**config.mk**
```make
export PLATFORM = sky130hd
export DESIGN_NAME = stopwatch_seconds_ctrl
export DESIGN_NICKNAME = d
export VERILOG_FILES = /design/src/rtl/stopwatch_pkg.sv /design/src/rtl/stopwatch_seconds_ctrl_button_conditioner.sv /design/src/rtl/stopwatch_seconds_ctrl.sv
export SDC_FILE = /design/constraint.sdc
export NUM_CORES = 1
export LEC_CHECK = 0
export ABC_AREA = 1
export BUFFER_PORTS_ARGS = -buffer_cell sky130_fd_sc_hd__clkbuf_2
export CORE_AREA = 8 8 80 82
export DETAILED_ROUTE_END_ITERATION = 10
export DIE_AREA = 0 0 88 90
export PLACE_DENSITY_LB_ADDON = 0.2
export SLEW_MARGIN = 10
export SYNTH_ARGS = -nofsm -noshare
export SYNTH_HDL_FRONTEND = slang
export SYNTH_SLANG_ARGS = --single-unit
```
**constraint.sdc**
```tcl
create_clock -name clk -period 1.86 [get_ports clk]
set_input_delay 0.093 -clock clk [delete_from_list [all_inputs] [get_ports clk]]
set_output_delay 0.093 -clock clk [all_outputs]
set_load 0.01 [all_outputs]
```
**src/rtl/stopwatch_pkg.sv**
```systemverilog
// Shared types and constants for the stopwatch datapath stages.
package stopwatch_pkg;

    localparam int SEC_W = 6;
    localparam logic [SEC_W-1:0] SEC_MAX = 6'd59;

    typedef enum logic [1:0] {
        ST_IDLE  = 2'd0,
        ST_RUN   = 2'd1,
        ST_PAUSE = 2'd2
    } sw_state_e;

endpackage

```
**src/rtl/stopwatch_seconds_ctrl_button_conditioner.sv**
```systemverilog
// Button conditioner: 2-flop synchroniser, level debounce, registered rising-edge pulse.
// A raw high first sampled at edge 0 yields a pulse visible to the consumer at edge DEBOUNCE_CYCLES+3.
module button_conditioner #(
    parameter int DEBOUNCE_CYCLES = 1_000_000
) (
    input  logic clk,
    input  logic rst_n,
    input  logic raw,
    output logic pulse
);

    localparam int CW = $clog2(DEBOUNCE_CYCLES + 1);
    localparam logic [CW-1:0] CNT_LAST = CW'(DEBOUNCE_CYCLES - 1);

    logic          sync_q;
    logic          sync_qq;
    logic          stable;
    logic          stable_d;
    logic [CW-1:0] cnt;

    // stable only follows the synchronised level after DEBOUNCE_CYCLES consecutive disagreeing samples
    always_ff @(posedge clk or negedge rst_n) begin
        if (!rst_n) begin
            sync_q   <= 1'b0;
            sync_qq  <= 1'b0;
            stable   <= 1'b0;
            stable_d <= 1'b0;
            cnt      <= '0;
            pulse    <= 1'b0;
        end else begin
            sync_q   <= raw;
            sync_qq  <= sync_q;
            stable_d <= stable;
            pulse    <= stable & ~stable_d;
            if (sync_qq == stable) begin
                cnt <= '0;
            end else if (cnt == CNT_LAST) begin
                stable <= sync_qq;
                cnt    <= '0;
            end else begin
                cnt <= cnt + 1'b1;
            end
        end
    end

endmodule

```
**src/rtl/stopwatch_seconds_ctrl.sv**
```systemverilog
// Seconds stage: one-second prescaler, 0-59 counter and start/stop/clear FSM.
// Define STOPWATCH_DEBOUNCE_EN to route the buttons through button_conditioner.
module stopwatch_seconds_ctrl
    import stopwatch_pkg::*;
#(
    parameter int TICK_DIV        = 100_000_000,
    parameter int DEBOUNCE_CYCLES = 1_000_000
) (
    input  logic             clk,
    input  logic             rst_n,
    input  logic             start,
    input  logic             stop,
    input  logic             clear,
    output logic [SEC_W-1:0] seconds,
    output logic             min_tick,
    output logic             running,
    output logic             paused
);

    localparam int PW = $clog2(TICK_DIV);
    localparam logic [PW-1:0] PRESC_LAST = PW'(TICK_DIV - 1);

    if (TICK_DIV < 2 || DEBOUNCE_CYCLES < 1) begin : g_bad_cfg
        $error("stopwatch_seconds_ctrl: TICK_DIV must be >= 2 and DEBOUNCE_CYCLES >= 1");
    end

    logic start_req;
    logic stop_req;
    logic clear_req;

`ifdef STOPWATCH_DEBOUNCE_EN
    button_conditioner #(.DEBOUNCE_CYCLES(DEBOUNCE_CYCLES)) u_start_cond (
        .clk(clk), .rst_n(rst_n), .raw(start), .pulse(start_req)
    );
    button_conditioner #(.DEBOUNCE_CYCLES(DEBOUNCE_CYCLES)) u_stop_cond (
        .clk(clk), .rst_n(rst_n), .raw(stop), .pulse(stop_req)
    );
    button_conditioner #(.DEBOUNCE_CYCLES(DEBOUNCE_CYCLES)) u_clear_cond (
        .clk(clk), .rst_n(rst_n), .raw(clear), .pulse(clear_req)
    );
`else
    assign start_req = start;
    assign stop_req  = stop;
    assign clear_req = clear;
`endif

    sw_state_e state;
    sw_state_e state_next;
    logic      count_en;
    logic [PW-1:0] presc;

    always_ff @(posedge clk or negedge rst_n) begin
        if (!rst_n) begin
            state <= ST_IDLE;
        end else begin
            state <= state_next;
        end
    end

    // start together with stop is a no-op; clear wins over both
    always_comb begin
        state_next = state;
        if (clear_req) begin
            state_next = ST_IDLE;
        end else if (start_req && !stop_req) begin
            if (state != ST_RUN) state_next = ST_RUN;
        end else if (stop_req && !start_req) begin
            if (state == ST_RUN) state_next = ST_PAUSE;
        end
    end

    always_comb begin
        running = (state == ST_RUN);
        paused  = (state == ST_PAUSE);
    end

    // the edge that leaves RUN never also counts
    assign count_en = (state == ST_RUN) && (state_next == ST_RUN);

    always_ff @(posedge clk or negedge rst_n) begin
        if (!rst_n) begin
            presc    <= '0;
            seconds  <= '0;
            min_tick <= 1'b0;
        end else if (clear_req) begin
            presc    <= '0;
            seconds  <= '0;
            min_tick <= 1'b0;
        end else begin
            min_tick <= 1'b0;
            if (count_en) begin
                if (presc == PRESC_LAST) begin
                    presc <= '0;
                    if (seconds == SEC_MAX) begin
                        seconds  <= '0;
                        min_tick <= 1'b1;
                    end else begin
                        seconds <= seconds + 1'b1;
                    end
                end else begin
                    presc <= presc + 1'b1;
                end
            end
        end
    end

endmodule

```
==> qor.yml, run 1 <==
worst_pin_slew_ns: 0.412
drt_pass1_iterations: 4
slowest_delay_ns: 0.39
setup_viol: 0
vdd_drop_max_v: 0.000250
floorplan.initialDensity_pct: 43.0
worst_hold_path.endpoint: "state[0]$_DFF_PN0_"
vias_post_dr: 2076
yosysTopAreaCellShare_pct: 40.0
n_fill_cell: 538
synth.lib_cells_used.distinct: 24
fraction_of_layout_instances_using_a_drive_strength_above_1_pct: 10.2
fp.coreArea_sq_um: 5240
synth.ff_latch_count: 36
post_dp_cell_area_sq_um: 2410
dp.final_hpwl_mm: 3.86
async_reset_ff_share_pct: 100
root_buffer: "clkbuf_8"
timing.hold.worst.start: "clear"
timing.critical_path.cells: "ha_1 -> nand3_1 -> inv_2 -> nand2_2 -> nor2_4 -> nand2_1 -> nor2_1 -> nand3_1 -> nand2_1 -> nor2_1"
seq_total_area_yosys_pct: 40.0
worst_path_max_delay_cell: "dfrtp_1"
timing.reg2reg.setup_slack_ns: 0.19
drt_iter0_markers: 84
hold-path-cell-count: 2
clock_insertion_delay_at_the_later_pin_of_the_skew_report_ns: 0.28
drv.max_cap_violation_count: 0
final_cell_mix: "nand2_1, nor2_1, nand3_1"
post-place-ws_ns: 0.152
timing.critical_path.fanout_max: 5
layout_worst_path_cycle_share_pct: 89.8
clock_tree_from_tritoncts: "yes"
postRouteAntennaNets: 0
layout.cells.most_common: "nand2_1"
yosys_most_used_dff: "dfrtp_1"
first_global_vias: 1939
remaining_drc_errors: 0
final.setup.tns_ns: 0
worstReg2RegStart: "presc[0]$_DFFE_PN0P_"
via_per_inst: 4.87
holdCritPathClass: "primary input to register"
global_route_usage_over_all_layers_pct: 14.2
synth_area_leader_cell: "dfrtp_1"
final-max-slew-violation-count: 0
wl_per_cell_microns: 12.2
run_status: "complete, no violations"
syn_nets: 342
dp.cells: 418
max_slew_margin_pct: 72.5
die_w_microns: 88
numCtsBuffers: 5
reg2regPathDepth: 10
fin_nets: 361
ys_warn_count: 0
area_contributors_post_synth: "dfrtp_1, nand2_1, nor2_1, nand3_1, inv_1"
timing.setup.critical_path_class: "register to register"
ioPinCount: 14
global_route_wire_length_before_repair_mm: 9.02
globalRouteOverflowTotal: 0
worst_ep_required_time_ns: 2.04
timing.critical_path.buf_inv: 1
fp-row-count: 27
clkSlewWorstSetupHoldPaths_ns: 0.07
area_growth_syn_to_layout_pct: 12.1
mean_instance_size_in_the_synthesized_netlist_sq_um: 6.73
arrival_ns: 1.85
worstReg2RegEnd: "presc[20]$_DFFE_PN0P_"
antenna_violations_before_repair: 0
rsz0062_at_grt: "no"
port_buffers: 13
final.min_clock_period_ns: 1.67
multi_input_area_sq_um: 1190
synth-edff-count: 0
critPathTopFamily: "simple AND/OR/NAND/NOR gates"
finalHoldViolations: 0
die_area_sq_um: 7920
synth.cell_area_sq_um: 2250
critical_path.startpoint_type: "register"
post_synthesis_cell_count: 335
postCtsSetupRepairBufs: 0
setup.worst_path.end_class: "register"
final_critical_path_setup_slack_ns: 0.189
pin_count_of_the_biggest_net_entering_global_routing: 39
power_density_nw_per_um2: 600
antenna_cells: 0
fin_cells: 426
finalWeightedCongestion: 0.869
numClockSinks: 36
finalWirelength_mm: 5.19
worst_clock_skew_ns: 0.00395
timing.fmax_mhz: 598
fp.dieH_microns: 90
h-tree-depth: 2
cts_max_path_buffers: 2
sequential_cell_area_sq_um: 901
static-leakage-power_uw: 0.00123
final_design_area_no_fill_sq_um: 2530
[power breakdown]
group	total, uW	switching [uW]	internal [uW]
sequential	797	8.61	789
clock	603	273	330
combinational	115	81.0	33.7
total	1520	363	1150
[timing repair]
item,4_1_cts,5_1_grt
endpoints found under the hold margin,14,0
endpoints found under the setup margin,0,10
hold buffers,1,0
gates resized for setup,0,1
[kinds of logic (layout without fill, tap and decap cells)]
group,Yosys count,in the layout,synth area share [%]
DFF,36,36,40.0
AOI/OAI and AO/OA,23,23,5.27
xor gates and xnor gates,7,7,2.72
buffers and inverters,41,60,7.77
and+or+nand+nor,226,226,43.1
adders and majority gates,2,2,1.11
[stage by stage]
| stage | utilization, % | total power (uW) | hold WS (ns) |
|---|---|---|---|
| after floorplan | - | 879 | -0.203 |
| after global placement | 46.0 | 924 | 0.0451 |
| after detailed placement | 46.0 | 925 | 0.0487 |
| after CTS | 48.1 | 1530 | 0.0176 |
| after global routing | 48.2 | 1590 | 0.0278 |
| final | 48.2 | 1520 | 0.0196 |
[metal layers]
| metal | vias up | track usage [%] | routed length [microns] |
|---|---|---|---|
| met5 | - | 0 | 0 |
| met4 | 0 | 5.02 | 75 |
| met3 | 8 | 2.73 | 200 |
| met2 | 31 | 22.7 | 2380 |
| met1 | 938 | 18.4 | 2540 |
| li1 | 1099 | - | - |
[synthesized netlist by cell type, types with 2 or more instances]
library cell	count
buf_6	2
xor2_1	5
inv_2	2
a21oi_1	17
nand4_1	6
o21ai_0	5
nand2_1	97
dfrtp_1	36
ha_1	2
nor2_1	68
nor2_4	2
nand2_2	3
buf_2	5
inv_1	31
xnor2_1	2
nor3_1	4
nand3_1	40
nand2_4	2
[worst max path at each step]
stage	start	to	slack, ns	cells past startpoint
3_5_place_dp	presc[0]$_DFFE_PN0P_	presc[10]$_DFFE_PN0P_	0.15	10
4_1_cts	presc[0]$_DFFE_PN0P_	presc[10]$_DFFE_PN0P_	0.13	10
6_report	presc[0]$_DFFE_PN0P_	presc[20]$_DFFE_PN0P_	0.19	10
2_1_floorplan	presc[0]$_DFFE_PN0P_	seconds[3]$_DFFE_PN0P_	0.36	11
5_1_grt	presc[0]$_DFFE_PN0P_	presc[26]$_DFFE_PN0P_	0.003	10
3_3_place_gp	presc[0]$_DFFE_PN0P_	presc[18]$_DFFE_PN0P_	0.20	10
[registers in the layout, summed over array words and instances, names as in the netlist]
signal,cells
presc,27
state,2
min_tick,1
seconds,6
[area by class of cell]
class | count | share of cell area [%]
Clock buffer | 7 | 3.81
Inverter | 34 | 5.05
Multi-Input combinational cell | 258 | 47.0
Sequential cell | 36 | 35.7
Tap cell | 72 | 3.57
Timing Repair Buffer | 19 | 4.95
(Power assumes the default switching activity.)
==> run 2: changes to the inputs <==
--- a/config.mk
+++ b/config.mk
@@ -9,5 +9,5 @@
 export BUFFER_PORTS_ARGS = -buffer_cell sky130_fd_sc_hd__clkbuf_2
-export CORE_AREA = 8 8 80 82
+export CORE_AREA = 8 8 104 106
 export DETAILED_ROUTE_END_ITERATION = 10
-export DIE_AREA = 0 0 88 90
+export DIE_AREA = 0 0 112 114
 export PLACE_DENSITY_LB_ADDON = 0.2
--- a/constraint.sdc
+++ b/constraint.sdc
@@ -3,2 +3,2 @@
 set_output_delay 0.093 -clock clk [all_outputs]
-set_load 0.01 [all_outputs]
+set_load 0.005 [all_outputs]
==> run 2 against run 1 <==
Against the previous run:
- critical path depth unchanged
- power increased by 7.2%
- final cell count increased by 9.2%
- sequential share of layout area decreased by 1.1 points
- sequential power about the same
- sequential cell count unchanged
- utilization decreased by 20 points
- worst setup slack got worse by 0.0014 ns
- first-iteration DRC count increased by 33%
- count of clock-buffer cells in the layout decreased by 1
- worst hold slack improved by 0.11 ns
- largest cell class unchanged
- highest routed layer unchanged
==> qor.yml, run 2 (same netlist as run 1, synthesis figures left out) <==
timing.critical_path.fanout_max: 5  # unchanged
drt_pass1_iterations: 4  # unchanged
largest_reg_flops: 27  # unchanged
floorplan.initialDensity_pct: 24.7  # -18 points
final_core_utilization_pct: 28.6  # -20 points
largest_reg_by_ff_count: "presc"
final_cell_mix: "nand2_1, nor2_1, nand3_1"
clkSlewWorstSetupHoldPaths_ns: 0.08  # about the same
h-tree-depth: 2  # unchanged
timing.critical_path.buf_inv: 1  # unchanged
drt_iter0_markers: 112  # +33%
timing.setup.critical_path_class: "register to register"
slowest_delay_ns: 0.40  # about the same
root_buffer: "clkbuf_8"
drv.max_cap_violation_count: 0  # unchanged
remaining_drc_errors: 0  # unchanged
setup_viol: 0  # unchanged
setup.worst_path.end_class: "register"
wl_per_cell_microns: 12.2  # about the same
run_status: "complete, no violations"
via_per_inst: 4.49  # -7.9%
finalWirelength_mm: 5.66  # +9.1%
rsz0062_at_grt: "no"
static-leakage-power_uw: 0.00123  # +0.22%
timing.reg2reg.setup_slack_ns: 0.19  # about the same
fraction_of_layout_instances_using_a_drive_strength_above_1_pct: 10.7  # +0.56 points
critical_path.startpoint_type: "register"
vias_post_dr: 2087  # +0.53%
pin_count_of_the_biggest_net_entering_global_routing: 39  # unchanged
fp.coreArea_sq_um: 9110  # +74%
die_w_microns: 112  # +27%
final.min_clock_period_ns: 1.67  # +0.00143 ns
final-max-slew-violation-count: 0  # unchanged
numCtsBuffers: 5  # unchanged
top_regs: "presc: 27 flops, seconds: 6 flops, state: 2 flops"
fp.dieH_microns: 114  # +27%
timing.critical_path.cells: "ha_1 -> nand3_1 -> inv_2 -> nand2_2 -> nor2_4 -> nand2_1 -> nor2_1 -> nand3_1 -> nand2_1 -> nor2_1"
dp.cells: 455  # +8.9%
antenna_violations_before_repair: 0  # unchanged
die_area_sq_um: 12800  # +61%
fin_cells: 465  # +9.2%
first_global_vias: 1961  # +1.1%
dp.final_hpwl_mm: 4.16  # +7.8%
clock_tree_from_tritoncts: "yes"
layout_worst_path_cycle_share_pct: 89.9  # about the same
final_design_area_no_fill_sq_um: 2610  # +3.1%
global_route_usage_over_all_layers_pct: 9.39  # -4.9 points
finalHoldViolations: 0  # unchanged
worst_clock_skew_ns: 0.00506  # +0.00110 ns
power_density_nw_per_um2: 624  # +4.0%
numClockSinks: 36  # unchanged
fp-row-count: 35  # +30%
antenna_cells: 0  # unchanged
finalWeightedCongestion: 0.818  # -5.9%
critPathTopFamily: "simple AND/OR/NAND/NOR gates"
fin_nets: 360  # -0.28%
max_slew_margin_pct: 65.3  # -7.2 points
holdCritPathClass: "primary input to register"
clock_insertion_delay_at_the_later_pin_of_the_skew_report_ns: 0.29  # about the same
timing.fmax_mhz: 598  # about the same
worst_path_max_delay_cell: "dfrtp_1"
port_buffers: 13  # unchanged
final.setup.tns_ns: 0  # unchanged
arrival_ns: 1.86  # about the same
postRouteAntennaNets: 0  # unchanged
ioPinCount: 14  # unchanged
globalRouteOverflowTotal: 0  # unchanged
worst_ep_required_time_ns: 2.04  # about the same
global_route_wire_length_before_repair_mm: 9.83  # +8.9%
area_growth_syn_to_layout_pct: 15.6
postCtsSetupRepairBufs: 0  # unchanged
layout.cells.most_common: "nand2_1"
cts_max_path_buffers: 2  # unchanged
vdd_drop_max_v: 0.000243  # -3.0%
worst_pin_slew_ns: 0.520  # +0.108 ns
post_dp_cell_area_sq_um: 2460  # +1.9%
run 2: per-stage QoR:
| stage | setup WS [ns] | hold WS, ns | total power (uW) |
|---|---|---|---|
| 2_1_floorplan | 0.356 | -0.203 | 877 |
| 3_3_place_gp | 0.158 | 0.0915 | 929 |
| 3_5_place_dp | 0.142 | 0.0953 | 930 |
| 4_1_cts | 0.109 | 0.127 | 1650 |
| 5_1_grt | 0.00494 | 0.168 | 1700 |
| 6_report | 0.188 | 0.133 | 1620 |
run 2: final timing paths:
check | endpoint | start | cells past startpoint
min in group asynchronous | presc[17]$_DFFE_PN0P_ | rst_n | 2
setup / recovery | presc[26]$_DFFE_PN0P_ | presc[0]$_DFFE_PN0P_ | 10
max in group asynchronous | presc[7]$_DFFE_PN0P_ | rst_n | 3
setup reg to reg | presc[26]$_DFFE_PN0P_ | presc[0]$_DFFE_PN0P_ | 10
hold / removal | state[1]$_DFF_PN0_ | stop | 3
hold reg to reg | seconds[5]$_DFFE_PN0P_ | seconds[5]$_DFFE_PN0P_ | 2
run 2: power by group:
| group | switching, uW | internal, uW | total, uW |
|---|---|---|---|
| logic | 83.0 | 36.8 | 120 |
| clock network | 310 | 399 | 708 |
| registers | 8.74 | 788 | 797 |
| total | 402 | 1220 | 1620 |
run 2: metal layers:
metal / GRT usage (%) / part of all wire, % / up-vias
met1: 12.6 / 51 / 956
met2: 14.8 / 44 / 37
met3: 2.32 / 3.8 / 2
met4: 2.16 / 0.34 / 0
li1: - / - / 1092
met5: 0 / 0 / -
run 2: repair_timing:
action | 4_1_cts | 5_1_grt
setup endpoints to repair | 0 | 25
hold buffers | 2 | 0
gates resized for setup | 0 | 5
hold endpoints to repair | 18 | 0
run 2: layout make-up:
class                           instances  area (sq um)
Timing Repair Buffer                   18           133
Clock inverter                          2          35.0
Fill cell                            1023          6500
Multi-Input combinational cell        258          1190
Clock buffer                            6          72.6
Sequential cell                        36           901
Tap cell                              111           139
Inverter                               34           131
run 2: worst register-to-register path: stages (launching register included):
cell and delay, ns:
dfrtp_1 0.40, ha_1 0.21, nand3_1 0.12, inv_2 0.09
nand2_2 0.10, nor2_4 0.17, nand2_1 0.11, nor2_1 0.16
nand3_1 0.10, nand2_1 0.07, nor2_1 0.04
==> run 3: changes to the inputs <==
ABC_AREA = not set   (was 1)
CORE_AREA = 8 8 80 82   (was 8 8 104 106)
DIE_AREA = 0 0 88 90   (was 0 0 112 114)
==> run 3 against run 2 <==
Against the previous run:
- the run now ends with setup timing left
- critical path depth fell by 4
- combinational power rose by 6%
- design area rose by 7.4%
- non-clock buffer count rose by 52
- clock skew barely moved
- wire length fell by 8.0%
- sequential power fell by 0.8%
- utilization rose by 25 points
- worst hold slack got worse by 0.064 ns
- critical endpoint is now seconds[0]$_DFFE_PN0P_
- highest routed layer unchanged
==> qor.yml, run 3 <==
run_status: "finished, violations left"
failed_checks: "setup timing"
pin_count_of_the_biggest_net_entering_global_routing: 37  # -5.1%
first_global_vias: 1832  # -6.6%
final_cell_mix: "buf_4, dfrtp_1, nor2_1"
drt_iter0_markers: 79  # -29%
async_reset_ff_share_pct: 100  # unchanged
remaining_drc_errors: 0  # unchanged
timing.setup.critical_path_class: "register to register"
yosys_most_used_dff: "dfrtp_1"
fp.coreArea_sq_um: 5240  # -43%
setup.worst_path.end_class: "register"
final.min_clock_period_ns: 2.08  # +0.405 ns
worst_clock_skew_ns: 0.00552  # +0.000459 ns
finalHoldViolations: 0  # unchanged
wl_per_cell_microns: 14.3  # +17%
power_density_nw_per_um2: 518  # -17%
mean_instance_size_in_the_synthesized_netlist_sq_um: 8.92  # +33%
synth-edff-count: 0  # unchanged
hold-path-cell-count: 2  # -1
synth_compound_gate_area_share_pct: 10.5  # +5.2 points
timing.reg2reg.setup_slack_ns: -0.22  # -0.40 ns
post_synthesis_cell_count: 222  # -34%
ys_warn_count: 0  # unchanged
setup_viol: 26  # +26
die_w_microns: 88  # -21%
clkSlewWorstSetupHoldPaths_ns: 0.07  # about the same
timing.critical_path.fanout_max: 4  # -1
clock_insertion_delay_at_the_later_pin_of_the_skew_report_ns: 0.29  # about the same
fraction_of_layout_instances_using_a_drive_strength_above_1_pct: 33.9  # +23 points
yosys-top-cells-count: "dfrtp_1, nor2_1, nand2_1"
worst_pin_slew_ns: 0.470  # -0.0504 ns
critical_path.startpoint_type: "register"
die_area_sq_um: 7920  # -38%
largest_reg_flops: 27  # unchanged
global_route_wire_length_before_repair_mm: 8.58  # -13%
postRouteAntennaNets: 0  # unchanged
floorplan.initialDensity_pct: 37.8  # +13 points
timing.hold.worst.start: "clear"
synth.cell_area_sq_um: 1980  # -12%
worst_hold_check_slack_ns: 0.0693  # -0.0639 ns
globalRouteOverflowTotal: 0  # unchanged
syn_nets: 229  # -33%
report.power.total_uw: 1450  # -11%
h-tree-depth: 2  # unchanged
layout.cells.most_common: "buf_4"
post-synth-top-count-cell: "dfrtp_1"
yosys.area_share.adder_pct: 1.26  # +0.15 points
synth.ff_latch_count: 36  # unchanged
post_synth_and_or_nand_nor_area_fraction_pct: 32.4  # -11 points
fin_cells: 364  # -22%
worst_hold_path.endpoint: "presc[26]$_DFFE_PN0P_"
numCtsBuffers: 5  # unchanged
fin_nets: 299  # -17%
vdd_drop_max_v: 0.000348  # +43%
seq_total_area_yosys_pct: 45.5  # +5.5 points
synth.lib_cells_used.distinct: 41  # +71%
rsz0062_at_grt: "yes"
ioPinCount: 14  # unchanged
main_combinational_cell_family_by_area_after_synthesis: "simple AND/OR/NAND/NOR gates"
worst_ep_required_time_ns: 2.08  # +0.04 ns
final-max-slew-violation-count: 0  # unchanged
yosysTopAreaCellShare_pct: 45.5  # +5.5 points
root_buffer: "clkbuf_8"
cts_max_path_buffers: 2  # unchanged
via_per_inst: 5.07  # +13%
static-leakage-power_uw: 0.00119  # -3.7%
synth_mux_area_share_pct: 0  # unchanged
dp.cells: 348  # -24%
fp.dieH_microns: 90  # -21%
final_critical_path_setup_slack_ns: -0.217  # -0.405 ns
arrival_ns: 2.30  # +0.44 ns
layout_worst_path_cycle_share_pct: 112  # +22 points
worstReg2RegEnd: "seconds[0]$_DFFE_PN0P_"
timing.fmax_mhz: 481  # -19%
clock_tree_from_tritoncts: "yes"
synth_area_leader_cell: "dfrtp_1"
antenna_violations_before_repair: 0  # unchanged
area_contributors_post_synth: "dfrtp_1, nor2_1, xnor2_1, nand2_1, a21oi_1"
max_slew_margin_pct: 68.7  # +3.4 points
finalWirelength_mm: 5.21  # -8.0%
area_growth_syn_to_layout_pct: 41.4
n_fill_cell: 512  # -50%
finalWeightedCongestion: 0.807  # -1.3%
worstReg2RegStart: "presc[17]$_DFFE_PN0P_"
drt_pass1_iterations: 4  # unchanged
antenna_cells: 0  # unchanged
drv.max_cap_violation_count: 0  # unchanged
post-place-ws_ns: -0.212  # -0.355 ns
largest_reg_by_ff_count: "presc"
port_buffers: 13  # unchanged
synth-xor-area-share_pct: 7.52  # +4.8 points
top_regs: "presc: 27 flops, seconds: 6 flops, state: 2 flops"
numClockSinks: 36  # unchanged
holdCritPathClass: "primary input to register"
vias_post_dr: 1847  # -11%
global_route_usage_over_all_layers_pct: 13.9  # +4.5 points
final.setup.tns_ns: -4.06  # -4.06 ns
dp.final_hpwl_mm: 3.59  # -14%
fp-row-count: 27  # -23%
reg2regPathDepth: 6  # -4
[run 3: changes by cell type in the layout (fill, tap and decap cells not counted), sizes merged, moves of 6 or more]
cell / delta
nor4: +7
nand3: -29
nor2b: +6
buf: +51
nor2: -41
nor3: +7
nand2: -81
inv: -26
xnor2: +8
[run 3: worst max path at each step]
stage                                      from                     end  slack (ns)
after CTS                 presc[19]$_DFFE_PN0P_  seconds[0]$_DFFE_PN0P_       -0.20
after global routing      presc[17]$_DFFE_PN0P_  seconds[2]$_DFFE_PN0P_       -0.29
final                     presc[17]$_DFFE_PN0P_  seconds[0]$_DFFE_PN0P_       -0.22
after detailed placement  presc[19]$_DFFE_PN0P_  seconds[2]$_DFFE_PN0P_       -0.21
after global placement    presc[19]$_DFFE_PN0P_  seconds[2]$_DFFE_PN0P_       -0.20
after floorplan           presc[10]$_DFFE_PN0P_  seconds[2]$_DFFE_PN0P_       -0.19
[run 3: final cells by class]
class                           count  area (sq um)  share of cell area [%]
Clock buffer                        6          72.6                    2.59
Inverter                            7          26.3                   0.939
Clock inverter                      1          5.00                   0.179
Multi-Input combinational cell    172          1130                    40.2
Sequential cell                    36           901                    32.2
Tap cell                           72          90.1                    3.22
Timing Repair Buffer               70           578                    20.7
[run 3: critical path: stages (launching register included)]
cell     delay, ns
dfrtp_1       0.37
or4b_4        0.55
nor4_4        0.30
nand3_2       0.14
buf_6         0.16
or3_1         0.34
a21oi_1       0.14
[run 3: where the power goes]
part | internal [uW] | total [uW] | switching (uW)
logic | 52.8 | 127 | 73.8
registers | 788 | 791 | 3.75
clock network | 255 | 532 | 277
total | 1100 | 1450 | 355
[run 3: repair_timing]
item,in CTS,in global routing
pin swaps,6,11
endpoints found under the setup margin,28,33
cloned,1,2
buffers inserted,5,2
hold buffers,1,0
hold endpoints to repair,36,0
gates resized for setup,10,20
[run 3: per-stage QoR]
stage               utilization (%)  area, sq um
finish                         53.5         2800
CTS                            51.0         2670
global placement               47.4         2480
floorplan                         -         1990
global route                   53.5         2800
detailed placement             47.4         2480
[run 3: logic make-up after synthesis]
| kind of cell | after synthesis |
|---|---|
| AOI/OAI and AO/OA | 35 |
| xor gates and xnor gates | 17 |
| and+or+nand+nor | 118 |
| DFF | 36 |
| buffers and inverters | 14 |
| adders and majority gates | 2 |
[run 3: layer usage]
metal / vias to the layer above / share of wire [%] / global-route usage [%]
li1: 937 / - / -
met5: - / 0 / 0
met2: 45 / 47 / 21.5
met3: 8 / 5.0 / 3.46
met4: 0 / 1.7 / 5.31
met1: 857 / 46 / 17.9
